==> config.mk <==
export PLATFORM = sky130hd
export DESIGN_NAME = core_seq
export DESIGN_NICKNAME = d
export VERILOG_FILES = /design/src/rtl/core_seq.sv
export SDC_FILE = /design/constraint.sdc
export NUM_CORES = 1
export LEC_CHECK = 0
export ABC_AREA = 1
export CORE_UTILIZATION = 40
export DETAILED_ROUTE_END_ITERATION = 8
export PLACE_DENSITY = 0.77
export SETUP_SLACK_MARGIN = 0.1
export SYNTH_ARGS = -nofsm -noshare
export SYNTH_HDL_FRONTEND = slang
export SYNTH_SLANG_ARGS = --single-unit
==> constraint.sdc <==
create_clock -name clk -period 3.07 [get_ports clk]
set_input_delay 0.4605 -clock clk [delete_from_list [all_inputs] [get_ports clk]]
set_output_delay 0.4605 -clock clk [all_outputs]
set_load 0.1 [all_outputs]
==> src/rtl/core_seq.sv <==
`default_nettype none
// ============================================================================
//  Module      : core_seq
//  Description : Instruction sequencer for the alureg strobe interface.
//                Takes opcode/immediate bytes from a valid/ready stream,
//                decodes MOV / MVI / ALU-reg / ALU-imm / HLT and plays out
//                the ENC -> [END] -> RRD -> RRD+RWR strobe sequence.
//  Revision    : 1.0  initial release
// ============================================================================
module core_seq #(
   parameter int MYSIZE = 8,   // data/opcode width (decode looks at [7:0])
   parameter int CNTBIT = 8    // retired-instruction counter width
) (
   input  logic              clk,
   input  logic              rst_n,
   input  logic [MYSIZE-1:0] in_dat,
   input  logic              in_vld,
   output logic              in_rdy,
   output logic [MYSIZE-1:0] oDAT,
   output logic              oENC,
   output logic              oEND,
   output logic              oRRD,
   output logic              oRWR,
   output logic              busy,
   output logic              halt,
   output logic              err,
   output logic [CNTBIT-1:0] icnt
);

   // Register code 110 is the memory operand, which this sequencer rejects.
   localparam logic [2:0] REG_M  = 3'b110;
   localparam logic [7:0] OP_HLT = 8'h76;

   typedef enum logic [2:0] {
      ST_IDLE  = 3'd0,
      ST_LDC   = 3'd1,
      ST_WAITD = 3'd2,
      ST_LDD   = 3'd3,
      ST_RD    = 3'd4,
      ST_WR    = 3'd5,
      ST_HALT  = 3'd6
   } state_t;

   state_t     state;
   state_t     state_nxt;

   // Remembers whether the accepted opcode needs a trailing immediate byte.
   logic       need_imm;
   logic       need_imm_nxt;

   logic       xfer;        // byte handshake completes this cycle
   logic       dat_ld;      // capture in_dat into oDAT
   logic       err_nxt;     // illegal opcode seen this cycle
   logic       retire;      // leaving WR, instruction complete

   logic [7:0] op;
   logic [2:0] sss;
   logic [2:0] ddd;
   logic       op_hlt;
   logic       op_reg;      // MOV r,r or ALU r: no immediate
   logic       op_imm;      // MVI r or ALU imm: immediate follows

   // The decoder only ever examines the low byte of the stream.
   assign op  = in_dat[7:0];
   assign sss = op[2:0];
   assign ddd = op[5:3];

   // Ready is purely a function of the current state.
   assign in_rdy = (state == ST_IDLE) || (state == ST_WAITD);
   assign xfer   = in_vld && in_rdy;

   // Opcode classification of the byte currently on the stream.
   always_comb begin
      op_hlt = (op == OP_HLT);
      op_reg = 1'b0;
      op_imm = 1'b0;
      case (op[7:6])
         2'b01:   op_reg = (ddd != REG_M) && (sss != REG_M);   // MOV
         2'b00:   op_imm = (sss == REG_M) && (ddd != REG_M);   // MVI
         2'b10:   op_reg = (sss != REG_M);                     // ALU reg
         default: op_imm = (sss == REG_M);                     // ALU imm
      endcase
   end

   // State register plus the captured "immediate needed" flag.
   always_ff @(posedge clk or negedge rst_n) begin
      if (!rst_n) begin
         state    <= ST_IDLE;
         need_imm <= 1'b0;
      end else begin
         state    <= state_nxt;
         need_imm <= need_imm_nxt;
      end
   end

   // Next-state decode and per-cycle control events.
   always_comb begin
      state_nxt    = state;
      need_imm_nxt = need_imm;
      dat_ld       = 1'b0;
      err_nxt      = 1'b0;
      retire       = 1'b0;
      case (state)
         ST_IDLE: begin
            if (xfer) begin
               if (op_hlt) begin
                  // HLT issues no strobes and never leaves HALT.
                  state_nxt = ST_HALT;
               end else if (op_reg || op_imm) begin
                  state_nxt    = ST_LDC;
                  dat_ld       = 1'b1;
                  need_imm_nxt = op_imm;
               end else begin
                  // Illegal byte: flag it and keep accepting.
                  err_nxt = 1'b1;
               end
            end
         end
         ST_LDC: begin
            state_nxt = need_imm ? ST_WAITD : ST_RD;
         end
         ST_WAITD: begin
            if (xfer) begin
               state_nxt = ST_LDD;
               dat_ld    = 1'b1;
            end
         end
         ST_LDD: begin
            state_nxt = ST_RD;
         end
         ST_RD: begin
            state_nxt = ST_WR;
         end
         ST_WR: begin
            state_nxt = ST_IDLE;
            retire    = 1'b1;
         end
         ST_HALT: begin
            state_nxt = ST_HALT;
         end
         default: begin
            state_nxt = ST_IDLE;
         end
      endcase
   end

   // Registered Moore outputs, decoded from the state being entered so they
   // line up with the state register without any combinational glitching.
   always_ff @(posedge clk or negedge rst_n) begin
      if (!rst_n) begin
         oENC <= 1'b0;
         oEND <= 1'b0;
         oRRD <= 1'b0;
         oRWR <= 1'b0;
         busy <= 1'b0;
         halt <= 1'b0;
         err  <= 1'b0;
      end else begin
         oENC <= (state_nxt == ST_LDC);
         oEND <= (state_nxt == ST_LDD);
         oRRD <= (state_nxt == ST_RD) || (state_nxt == ST_WR);
         oRWR <= (state_nxt == ST_WR);
         busy <= (state_nxt == ST_LDC) || (state_nxt == ST_WAITD) ||
                 (state_nxt == ST_LDD) || (state_nxt == ST_RD)    ||
                 (state_nxt == ST_WR);
         halt <= (state_nxt == ST_HALT);
         err  <= err_nxt;
      end
   end

   // Data byte to alureg: opcode at accept, replaced by the immediate in LDD.
   always_ff @(posedge clk or negedge rst_n) begin
      if (!rst_n) begin
         oDAT <= '0;
      end else if (dat_ld) begin
         oDAT <= in_dat;
      end
   end

   // Retired-instruction counter, bumped as WR completes; wraps naturally.
   always_ff @(posedge clk or negedge rst_n) begin
      if (!rst_n) begin
         icnt <= '0;
      end else if (retire) begin
         icnt <= icnt + CNTBIT'(1);
      end
   end

endmodule
`default_nettype wire

==> summary.txt, run 1 <==
Outcome
  • Outcome: finished, final reports clean

STA
  • Max-slew headroom: 77.3%
  • Final Setup Violations: 0
  • Min Tclk post-route: 1.82 ns
  • Fmax: 548 MHz
  • TNS Setup: 0 ns
  • Clock Skew: 0.00285 ns
  • Slew Viols, Final: 0
  • Hold Vio Cnt, Final: 0
  • RSZ-0062 raised after global routing: no
  • Worst-margin pin slew: 0.340 ns
  • Final worst-path cycle share: 59.4%

Critical path
  • Setup crit end kind: flip-flop
  • Max stage delay on crit path: 0.53 ns
  • Crit path cell chain: clkdlybuf4s50_1, inv_1, ha_1, inv_1, nor2_1, nand2_1, nand2_1, nand2_4, nand2_2, nand2_1, nand2_1
  • Startpoint Class: primary input
  • Slowest CP cell: clkdlybuf4s50_1
  • Crit path kind: primary input to flip-flop
  • CP max FO: 13
  • WP data required: 3.31 ns
  • WP data arrival: 2.06 ns
  • CP dominant cell by count: nand2_1

Logic synthesis
  • Yosys cell types: 27
  • Syn Std Cell Area: 1340 um^2
  • Top cells by area, synth: dfrtp_1 50%, nand2_1 9.8%, ha_1 4.7%, inv_1 3.9%, nand3_1 3.7%
  • Yosys top cell area share: 50.5%
  • Post-synth EDFFs: 0
  • Ys Warns: 0
  • Synth area leader: dfrtp_1
  • Sequential element share of the synthesized area: 50.5%
  • Syn Area/Cell: 9.63 um^2
  • Cells after synthesis: 139
  • #FFs+latches synth: 27
  • Syn nets: 155
  • Post-synth top flop: dfrtp_1
  • Post-synth ARST share: 100%

Finish
  • Share of cells above drive strength 1: 30.5%
  • Area of the multi-input gates: 569 um^2
  • Fill cell total of the finished layout: 308
  • Reg area: 676 um^2
  • Antenna fix cells: 0
  • Syn-to-layout area delta: 26.7%
  • Final cell count without fillers: 221
  • Final nets: 194

Drt
  • Post-Route WL: 2.36 mm
  • Iteration-0 DRC Markers: 30
  • Routed len/inst: 10.7 um
  • First-pass DRT Iterations: 4
  • Post-route DRC: 0
  • DR vias/cell: 4.58
  • Via Count: 1013
  • ANT nets after route: 0

Hold path
  • HP Class: primary input to asynchronous set/reset pin

Floorplanning
  • Die W: 59.9 um
  • Die footprint: 3580 um^2
  • Initial core utilization: 43.1%
  • Number of I/O pins: 35
  • Die height: 59.9 um
  • Core Box Area: 3100 um^2
  • FP Rows: 20

Placement
  • Placer Congestion: 0.933
  • Port bufs: 34
  • Post-DP HPWL: 1.84 mm
  • Placed cell count: 217

CTS
  • Cts repair resizes: 0
  • Clock Latency Late Sink: 0.33 ns
  • Cts hold-fix bufs: 0
  • Setup fix buffers added after clock tree synthesis: 0
  • Clock sink count: 27
  • CTS HTree Levels: 1
  • Root buffer cell: clkbuf_4
  • Clk pin slew, worst setup/hold paths: 0.14 ns
  • CTS tree: built
  • Cts bufs inserted: 3
  • Maximum buffer depth of the clock tree: 2

GRT
  • Initial antenna violation count: 0
  • Gr busiest metal: met2
  • All-Layer GR Usage: 15.2%
  • Grt total ovfl: 0
  • Vias in the first global route: 949
  • Met2 global-route usage: 25.9%
  • Largest net degree at the start of global routing: 28
  • First-pass GRT wire length: 3.95 mm
  • Met3 usage: 2.60%
  • M1 GR Usage: 18.1%

Flow run
  • Max Cap Viol: 0
==> critical path: cells and delay by family <==
kind	cells	cell delay, ns
fa+ha+maj	1	0.30
buf+inv	3	0.68
simple gates	7	0.62
==> stage by stage <==
stage	instance area, um^2	hold slack [ns]	utilization, %	setup WS [ns]
after CTS	1700	0.477	54.7	1.25
after global placement	1670	0.465	53.8	0.965
after global routing	1700	0.501	54.7	1.11
after floorplan	1340	0.165	-	1.22
final	1700	0.478	54.7	1.25
after detailed placement	1670	0.480	53.8	0.894
==> final timing paths <==
| kind | startpoint | to | slack (ns) | depth (start not counted) |
|---|---|---|---|---|
| max | in_dat[6] | oDAT[7]$_DFFE_PN0P_ | 1.25 | 11 |
| min | rst_n | icnt[7]$_DFFE_PN0N_ | 0.48 | 2 |
| max reg2reg | state[2]$_DFF_PN0_ | oDAT[7]$_DFFE_PN0P_ | 1.70 | 9 |
| min reg2reg | icnt[7]$_DFFE_PN0N_ | icnt[7]$_DFFE_PN0N_ | 0.49 | 1 |
| max in group asynchronous | rst_n | busy$_DFF_PN0_ | 2.34 | 2 |
| min in group clk | icnt[7]$_DFFE_PN0N_ | icnt[7]$_DFFE_PN0N_ | 0.49 | 1 |
==> flip-flops by register name, indices dropped and copies added (netlist names) <==
register / flops
oEND: 1
busy: 1
oENC: 1
oRWR: 1
icnt: 8
oRRD: 1
oDAT: 8
halt: 1
need_imm: 1
state: 3
err: 1
==> routing by layer <==
metal / up-vias / wire (um)
met5: - / 0
li1: 504 / -
met2: 29 / 1180
met1: 475 / 1040
met3: 5 / 97
met4: 0 / 47
==> cells in the final DEF (no fill, tap or decap) <==
master / count
nor2_2: 1
clkdlybuf4s50_1: 10
buf_4: 25
o21a_1: 1
dfrtp_1: 27
inv_2: 5
clkinv_2: 1
nor3_2: 1
nor3_1: 2
nand2_2: 3
nor2_1: 8
nand3_2: 2
nand2_4: 3
and2_4: 1
o21ai_2: 1
nor2_4: 4
xnor2_1: 3
nor3_4: 1
inv_4: 1
nand3_1: 10
nand2_1: 35
nand4_1: 2
xor2_1: 4
o211ai_1: 1
nand3_4: 1
ha_1: 5
mux2_2: 1
clkbuf_4: 3
inv_1: 14
clkbuf_1: 1
==> synthesized netlist by cell type, types with 3 or more instances <==
master	n
dfrtp_1	27
ha_1	5
inv_1	14
inv_2	5
nand2_1	35
nand2_2	3
nand2_4	3
nand3_1	10
nor2_1	8
nor2_4	4
xnor2_1	3
xor2_1	4
==> layout make-up <==
class                           instances  share of cell area [%]
Sequential cell                        27                    39.8
Multi-Input combinational cell         90                    33.6
Timing Repair Buffer                   35                    17.0
Inverter                               21                    4.87
Tap cell                               44                    3.24
Clock buffer                            4                    1.55
==> cells by family (layout without fill, tap and decap cells) <==
| group | after synthesis | in the layout | share of synthesized area (%) |
|---|---|---|---|
| compound gates | 3 | 3 | 1.78 |
| xor+xnor | 7 | 7 | 4.58 |
| fa+ha+maj | 5 | 5 | 4.67 |
| buf+inv | 22 | 60 | 7.01 |
| flops | 27 | 27 | 50.5 |
| mux | 1 | 1 | 0.841 |
| simple gates | 74 | 74 | 30.7 |
Power of run 1 is left out: the tool's default activity adds up to more than one toggle a clock period on the data nets, which glitch-free logic cannot reach.
==> run 2: changes to the inputs <==
--- a/config.mk
+++ b/config.mk
@@ -8,7 +8,7 @@
 export ABC_AREA = 1
 export CORE_UTILIZATION = 40
 export DETAILED_ROUTE_END_ITERATION = 8
-export PLACE_DENSITY = 0.77
+export PLACE_DENSITY = 0.79
 export SETUP_SLACK_MARGIN = 0.1
 export SYNTH_ARGS = -nofsm -noshare
 export SYNTH_HDL_FRONTEND = slang
==> constraint.sdc (replaced) <==
create_clock -name clk -period 1.5 [get_ports clk]
set_input_delay 0.225 -clock clk [delete_from_list [all_inputs] [get_ports clk]]
set_output_delay 0.225 -clock clk [all_outputs]
set_load 0.1 [all_outputs]
==> summary.txt, run 2 (synthesized netlist as in run 1, its figures left out) <==
Outcome
  • Outcome: finished, final reports clean (unchanged)

Floorplanning
  • Number of I/O pins: 35 (unchanged)
  • Die footprint: 3580 um^2 (unchanged)
  • Die height: 59.9 um (unchanged)
  • Initial core utilization: 43.1% (unchanged)
  • Core Box Area: 3100 um^2 (unchanged)
  • Die W: 59.9 um (unchanged)
  • FP Rows: 20 (unchanged)

STA
  • Final worst-path cycle share: 92.7%
  • Worst-margin pin slew: 0.348 ns (was 0.340 ns)
  • Clock Skew: 0.00914 ns (was 0.00285 ns)
  • Max-slew headroom: 76.8% (was 77.3%)
  • Min Tclk post-route: 1.39 ns
  • RSZ-0062 raised after global routing: yes (was no)
  • Hold Vio Cnt, Final: 0 (unchanged)
  • Final Setup Violations: 0 (unchanged)
  • Final setup margin: 0.110 ns (was 1.25 ns)
  • Fmax: 719 MHz
  • Slew Viols, Final: 0 (unchanged)

Finish
  • Syn-to-layout area delta: 59.1% (was 26.7%)
  • Commonest non-fill, non-tap cell in the layout: nand2_1 (unchanged)
  • Util after Layout: 68.6% (was 54.7%)
  • Most frequent cells in the layout: 34 x nand2_1, 24 x buf_12, 19 x dfrtp_1, 13 x buf_4, 12 x inv_1 (was 35 x nand2_1, 27 x dfrtp_1, 25 x buf_4, 14 x inv_1)
  • Final cell count without fillers: 234 (was 221)
  • Biggest registers after layout: icnt: 8 flops, oDAT: 8 flops, state: 3 flops (unchanged)
  • Antenna fix cells: 0 (unchanged)
  • Final nets: 207 (was 194)
  • Share of cells above drive strength 1: 41.6% (was 30.5%)

GRT
  • First-pass GRT wire length: 4.80 mm (was 3.95 mm)
  • Vias in the first global route: 1110 (was 949)
  • Initial antenna violation count: 0 (unchanged)
  • Largest net degree at the start of global routing: 28 (unchanged)
  • All-Layer GR Usage: 18.1% (was 15.2%)
  • Grt total ovfl: 0 (unchanged)

CTS
  • Clock Latency Late Sink: 0.33 ns (about the same)
  • Cts bufs inserted: 3 (unchanged)
  • CTS tree: built (unchanged)
  • Clock sink count: 27 (unchanged)
  • Clk pin slew, worst setup/hold paths: 0.15 ns (was 0.14 ns)
  • CTS HTree Levels: 1 (unchanged)
  • Cts hold-fix bufs: 0 (unchanged)
  • Maximum buffer depth of the clock tree: 2 (unchanged)
  • Root buffer cell: clkbuf_4 (unchanged)

Drt
  • Post-route DRC: 0 (unchanged)
  • First-pass DRT Iterations: 4 (unchanged)
  • DR vias/cell: 4.71 (was 4.58)
  • Iteration-0 DRC Markers: 24 (was 30)
  • Via Count: 1102 (was 1013)
  • Routed len/inst: 12.3 um (was 10.7 um)
  • ANT nets after route: 0 (unchanged)
  • Post-Route WL: 2.87 mm (was 2.36 mm)

Flow run
  • Max Cap Viol: 0 (unchanged)

Critical path
  • Setup crit end kind: output port (was flip-flop)
  • FF-to-FF Start: state[1]$_DFF_PN0_ (was state[2]$_DFF_PN0_)
  • Startpoint Class: flip-flop (was primary input)
  • Register-to-Register Path Depth: 6 (was 9)
  • Reg2reg end: busy$_DFF_PN0_ (was oDAT[7]$_DFFE_PN0P_)
  • WP data required: 1.27 ns (was 3.31 ns)
  • R2r setup slk: 0.17 ns (was 1.70 ns)
  • WP data arrival: 1.17 ns (was 2.06 ns)
  • Crit path kind: flip-flop to output port (was primary input to flip-flop)
  • CP max FO: 3 (was 13)

Placement
  • Placed cell count: 223 (was 217)
  • Placer Congestion: 0.858 (was 0.933)
  • Port bufs: 34 (unchanged)
  • Post-DP HPWL: 2.19 mm (was 1.84 mm)
  • Dpl ws: -0.477 ns (was 0.894 ns)

Hold path
  • HP Class: primary input to asynchronous set/reset pin (unchanged)
-- run 2: changes by cell type in the layout (fill, tap and decap cells not counted), moves of 3 or more --
cell	delta
buf_12	+24
buf_4	-12
dfrtp_1	-8
dfrtp_2	+5
dfrtp_4	+3
-- run 2: worst max path at each step --
stage | cells past startpoint | to | from | slack (ns)
5_1_grt | 4 | in_rdy | state[2]$_DFF_PN0_ | 0.08
3_5_place_dp | 11 | oDAT[7]$_DFFE_PN0P_ | in_dat[6] | -0.48
3_3_place_gp | 11 | oDAT[6]$_DFFE_PN0P_ | in_dat[6] | -0.35
6_report | 4 | in_rdy | state[2]$_DFF_PN0_ | 0.11
2_1_floorplan | 6 | icnt[7]$_DFFE_PN0N_ | icnt[2]$_DFFE_PN0N_ | 0.1
4_1_cts | 4 | in_rdy | state[2]$_DFF_PN0_ | 0.11
-- run 2: layout make-up --
cell class	instances	area (um^2)
Timing Repair Buffer	48	687
Fill cell	243	973
Inverter	21	87.6
Tap cell	44	55.1
Sequential cell	27	693
Clock buffer	3	22.5
Multi-Input combinational cell	90	577
Clock inverter	1	7.51
-- run 2: metal layers --
layer  global-route usage [%]  wire length (um)  part of all wire, %
met1                     21.6              1150                   40
met2                     31.3              1550                   54
met3                     2.81               137                  4.8
met4                     9.30                32                  1.1
met5                        0                 0                    0
-- run 2: critical path, cell delays in order (launching register included) --
cell and delay (ns):
dfrtp_2 0.44, inv_2 0.09, nand2_4 0.08, inv_8 0.07, buf_12 0.16
-- run 2: what timing repair did --
action                                 in CTS  in global routing
gates resized for setup                     8                  0
setup endpoints to repair                  16                  2
cloned                                      0                  0
buffers inserted                            6                  1
endpoints found under the hold margin       0                  0
pin swaps                                   4                  1
-- run 2: per-stage QoR --
| step | hold WS, ns | cell area, um^2 | setup TNS (ns) |
|---|---|---|---|
| 2_1_floorplan | -0.0706 | 1360 | 0 |
| 3_3_place_gp | 0.477 | 2040 | -4.44 |
| 3_5_place_dp | 0.484 | 2040 | -6.29 |
| 4_1_cts | 0.257 | 2120 | 0 |
| 5_1_grt | 0.254 | 2130 | 0 |
| 6_report | 0.247 | 2130 | 0 |
Power of run 2 is left out for the same reason.
==> run 3: changes to the inputs <==
--- a/config.mk
+++ b/config.mk
@@ -6,6 +6,7 @@
 export NUM_CORES = 1
 export LEC_CHECK = 0
 export ABC_AREA = 1
+export CORE_ASPECT_RATIO = 1.75
 export CORE_UTILIZATION = 40
 export DETAILED_ROUTE_END_ITERATION = 8
 export PLACE_DENSITY = 0.79
==> summary.txt, run 3 (synthesized netlist as in run 1, its figures left out) <==
STA
  • Clock Skew: 0.00479 ns (was 0.00914 ns)
  • Min Tclk post-route: 1.39 ns (about the same)
  • Fmax: 718 MHz (was 719 MHz)
  • Slew Viols, Final: 0 (unchanged)
  • Final Setup Violations: 0 (unchanged)
  • Hold Vio Cnt, Final: 0 (unchanged)
  • TNS Setup: 0 ns (unchanged)
  • RSZ-0062 raised after global routing: yes (unchanged)
  • Max-slew headroom: 77.7% (was 76.8%)
  • Final worst-path cycle share: 92.9% (was 92.7%)
  • Worst-margin pin slew: 0.334 ns (was 0.348 ns)
  • Final setup margin: 0.107 ns (was 0.110 ns)

Critical path
  • FF-to-FF Start: state[1]$_DFF_PN0_ (unchanged)
  • CP max FO: 6 (was 3)
  • Startpoint Class: primary input (was flip-flop)
  • Setup crit end kind: flip-flop (was output port)
  • Register-to-Register Path Depth: 6 (unchanged)
  • WP data required: 1.65 ns (was 1.27 ns)
  • R2r setup slk: 0.14 ns (was 0.17 ns)
  • Reg2reg end: busy$_DFF_PN0_ (unchanged)
  • WP data arrival: 1.55 ns (was 1.17 ns)
  • Crit path kind: primary input to flip-flop (was flip-flop to output port)

Floorplanning
  • Core Box Area: 3180 um^2 (was 3100 um^2)
  • Initial core utilization: 42.2% (was 43.1%)
  • Die footprint: 3590 um^2 (was 3580 um^2)
  • FP Rows: 27 (was 20)
  • Die height: 78.5 um (was 59.9 um)
  • Die W: 45.7 um (was 59.9 um)
  • Number of I/O pins: 35 (unchanged)

Drt
  • Via Count: 1114 (was 1102)
  • ANT nets after route: 0 (unchanged)
  • Iteration-0 DRC Markers: 36 (was 24)
  • First-pass DRT Iterations: 4 (unchanged)
  • Post-Route WL: 3.03 mm (was 2.87 mm)
  • Post-route DRC: 0 (unchanged)
  • DR vias/cell: 4.80 (was 4.71)
  • Routed len/inst: 13.1 um (was 12.3 um)

Hold path
  • Worst hold path startpoint: in_dat[3]
  • Hold path cells: 3
  • HP Class: primary input to flip-flop (was primary input to asynchronous set/reset pin)
  • Min-Delay Endpoint: oDAT[3]$_DFFE_PN0P_

Placement
  • Dpl ws: -0.442 ns (was -0.477 ns)
  • Port bufs: 34 (unchanged)
  • Placed cell count: 220 (was 223)
  • Post-DP HPWL: 2.23 mm (was 2.19 mm)
  • Placer Congestion: 0.804 (was 0.858)

Outcome
  • Outcome: finished, final reports clean (unchanged)

Finish
  • Biggest registers after layout: icnt: 8 flops, oDAT: 8 flops, state: 3 flops (unchanged)
  • Commonest non-fill, non-tap cell in the layout: nand2_1 (unchanged)
  • Final nets: 206 (was 207)
  • Antenna fix cells: 0 (unchanged)
  • Share of cells above drive strength 1: 42.9% (was 41.6%)
  • Syn-to-layout area delta: 61.9% (was 59.1%)
  • Reg area: 693 um^2 (unchanged)
  • Area of the multi-input gates: 592 um^2 (was 577 um^2)
  • Most frequent cells in the layout: 33 x nand2_1, 25 x buf_12, 19 x dfrtp_1, 13 x inv_1, 12 x buf_4 (was 34 x nand2_1, 24 x buf_12, 19 x dfrtp_1, 13 x buf_4, 12 x inv_1)
  • Fill cell total of the finished layout: 239 (was 243)
  • Final cell count without fillers: 232 (was 234)

GRT
  • Initial antenna violation count: 0 (unchanged)
  • All-Layer GR Usage: 18.6% (was 18.1%)
  • Grt total ovfl: 0 (unchanged)
  • Largest net degree at the start of global routing: 28 (unchanged)
  • Vias in the first global route: 1188 (was 1110)
  • First-pass GRT wire length: 4.99 mm (was 4.80 mm)

CTS
  • Cts hold-fix bufs: 0 (unchanged)
  • CTS HTree Levels: 1 (unchanged)
  • Root buffer cell: clkbuf_8 (was clkbuf_4)
  • Clock Latency Late Sink: 0.26 ns (was 0.33 ns)
  • Maximum buffer depth of the clock tree: 2 (unchanged)
  • Clk pin slew, worst setup/hold paths: 0.08 ns (was 0.15 ns)
  • Cts bufs inserted: 3 (unchanged)
  • Clock sink count: 27 (unchanged)
  • CTS tree: built (unchanged)

Flow run
  • Max Cap Viol: 0 (unchanged)
-- run 3: worst max path at each step --
stage	startpoint	to	slack (ns)
3_5_place_dp	in_dat[6]	oDAT[6]$_DFFE_PN0P_	-0.44
5_1_grt	in_dat[0]	busy$_DFF_PN0_	0.02
2_1_floorplan	icnt[2]$_DFFE_PN0N_	icnt[7]$_DFFE_PN0N_	0.1
4_1_cts	in_dat[1]	busy$_DFF_PN0_	0.10
3_3_place_gp	in_dat[6]	oDAT[6]$_DFFE_PN0P_	-0.36
6_report	in_dat[4]	busy$_DFF_PN0_	0.11
-- run 3: cell type report --
class | count | area share, %
Timing Repair Buffer | 47 | 31.8
Clock buffer | 4 | 2.08
Tap cell | 43 | 2.48
Inverter | 21 | 4.33
Multi-Input combinational cell | 90 | 27.3
Sequential cell | 27 | 32.0
-- run 3: repair_timing --
item | CTS | global route
gates resized for setup | 4 | 12
setup endpoints to repair | 15 | 12
pin swaps | 2 | 8
setup buffers | 2 | 6
-- run 3: metal layers --
metal	global-route usage, %	vias to the layer above	share of wire (%)
met2	33.3	35	60
met4	10.0	0	2.3
met3	2.76	8	3.0
met1	19.3	542	35
met5	0	-	0
li1	-	529	-
-- run 3: metrics by stage --
stage	utilization [%]	instance area, um^2	hold slack [ns]
2_1_floorplan	-	1360	-0.0706
3_3_place_gp	63.6	2020	0.471
3_5_place_dp	63.6	2020	0.479
4_1_cts	66.0	2090	0.339
5_1_grt	68.2	2170	0.228
6_report	68.2	2170	0.227
-- run 3: worst max-delay path, cell delays in order --
cell and delay [ns]:
clkdlybuf4s50_1 0.52, nand3_1 0.11, nand2_1 0.07, nand2_1 0.05, nand2_1 0.09, nand2_2 0.09, nand2_4 0.12, nand2_1 0.09
nor2_1 0.12, nor2_1 0.06
Power of run 3 is left out for the same reason.
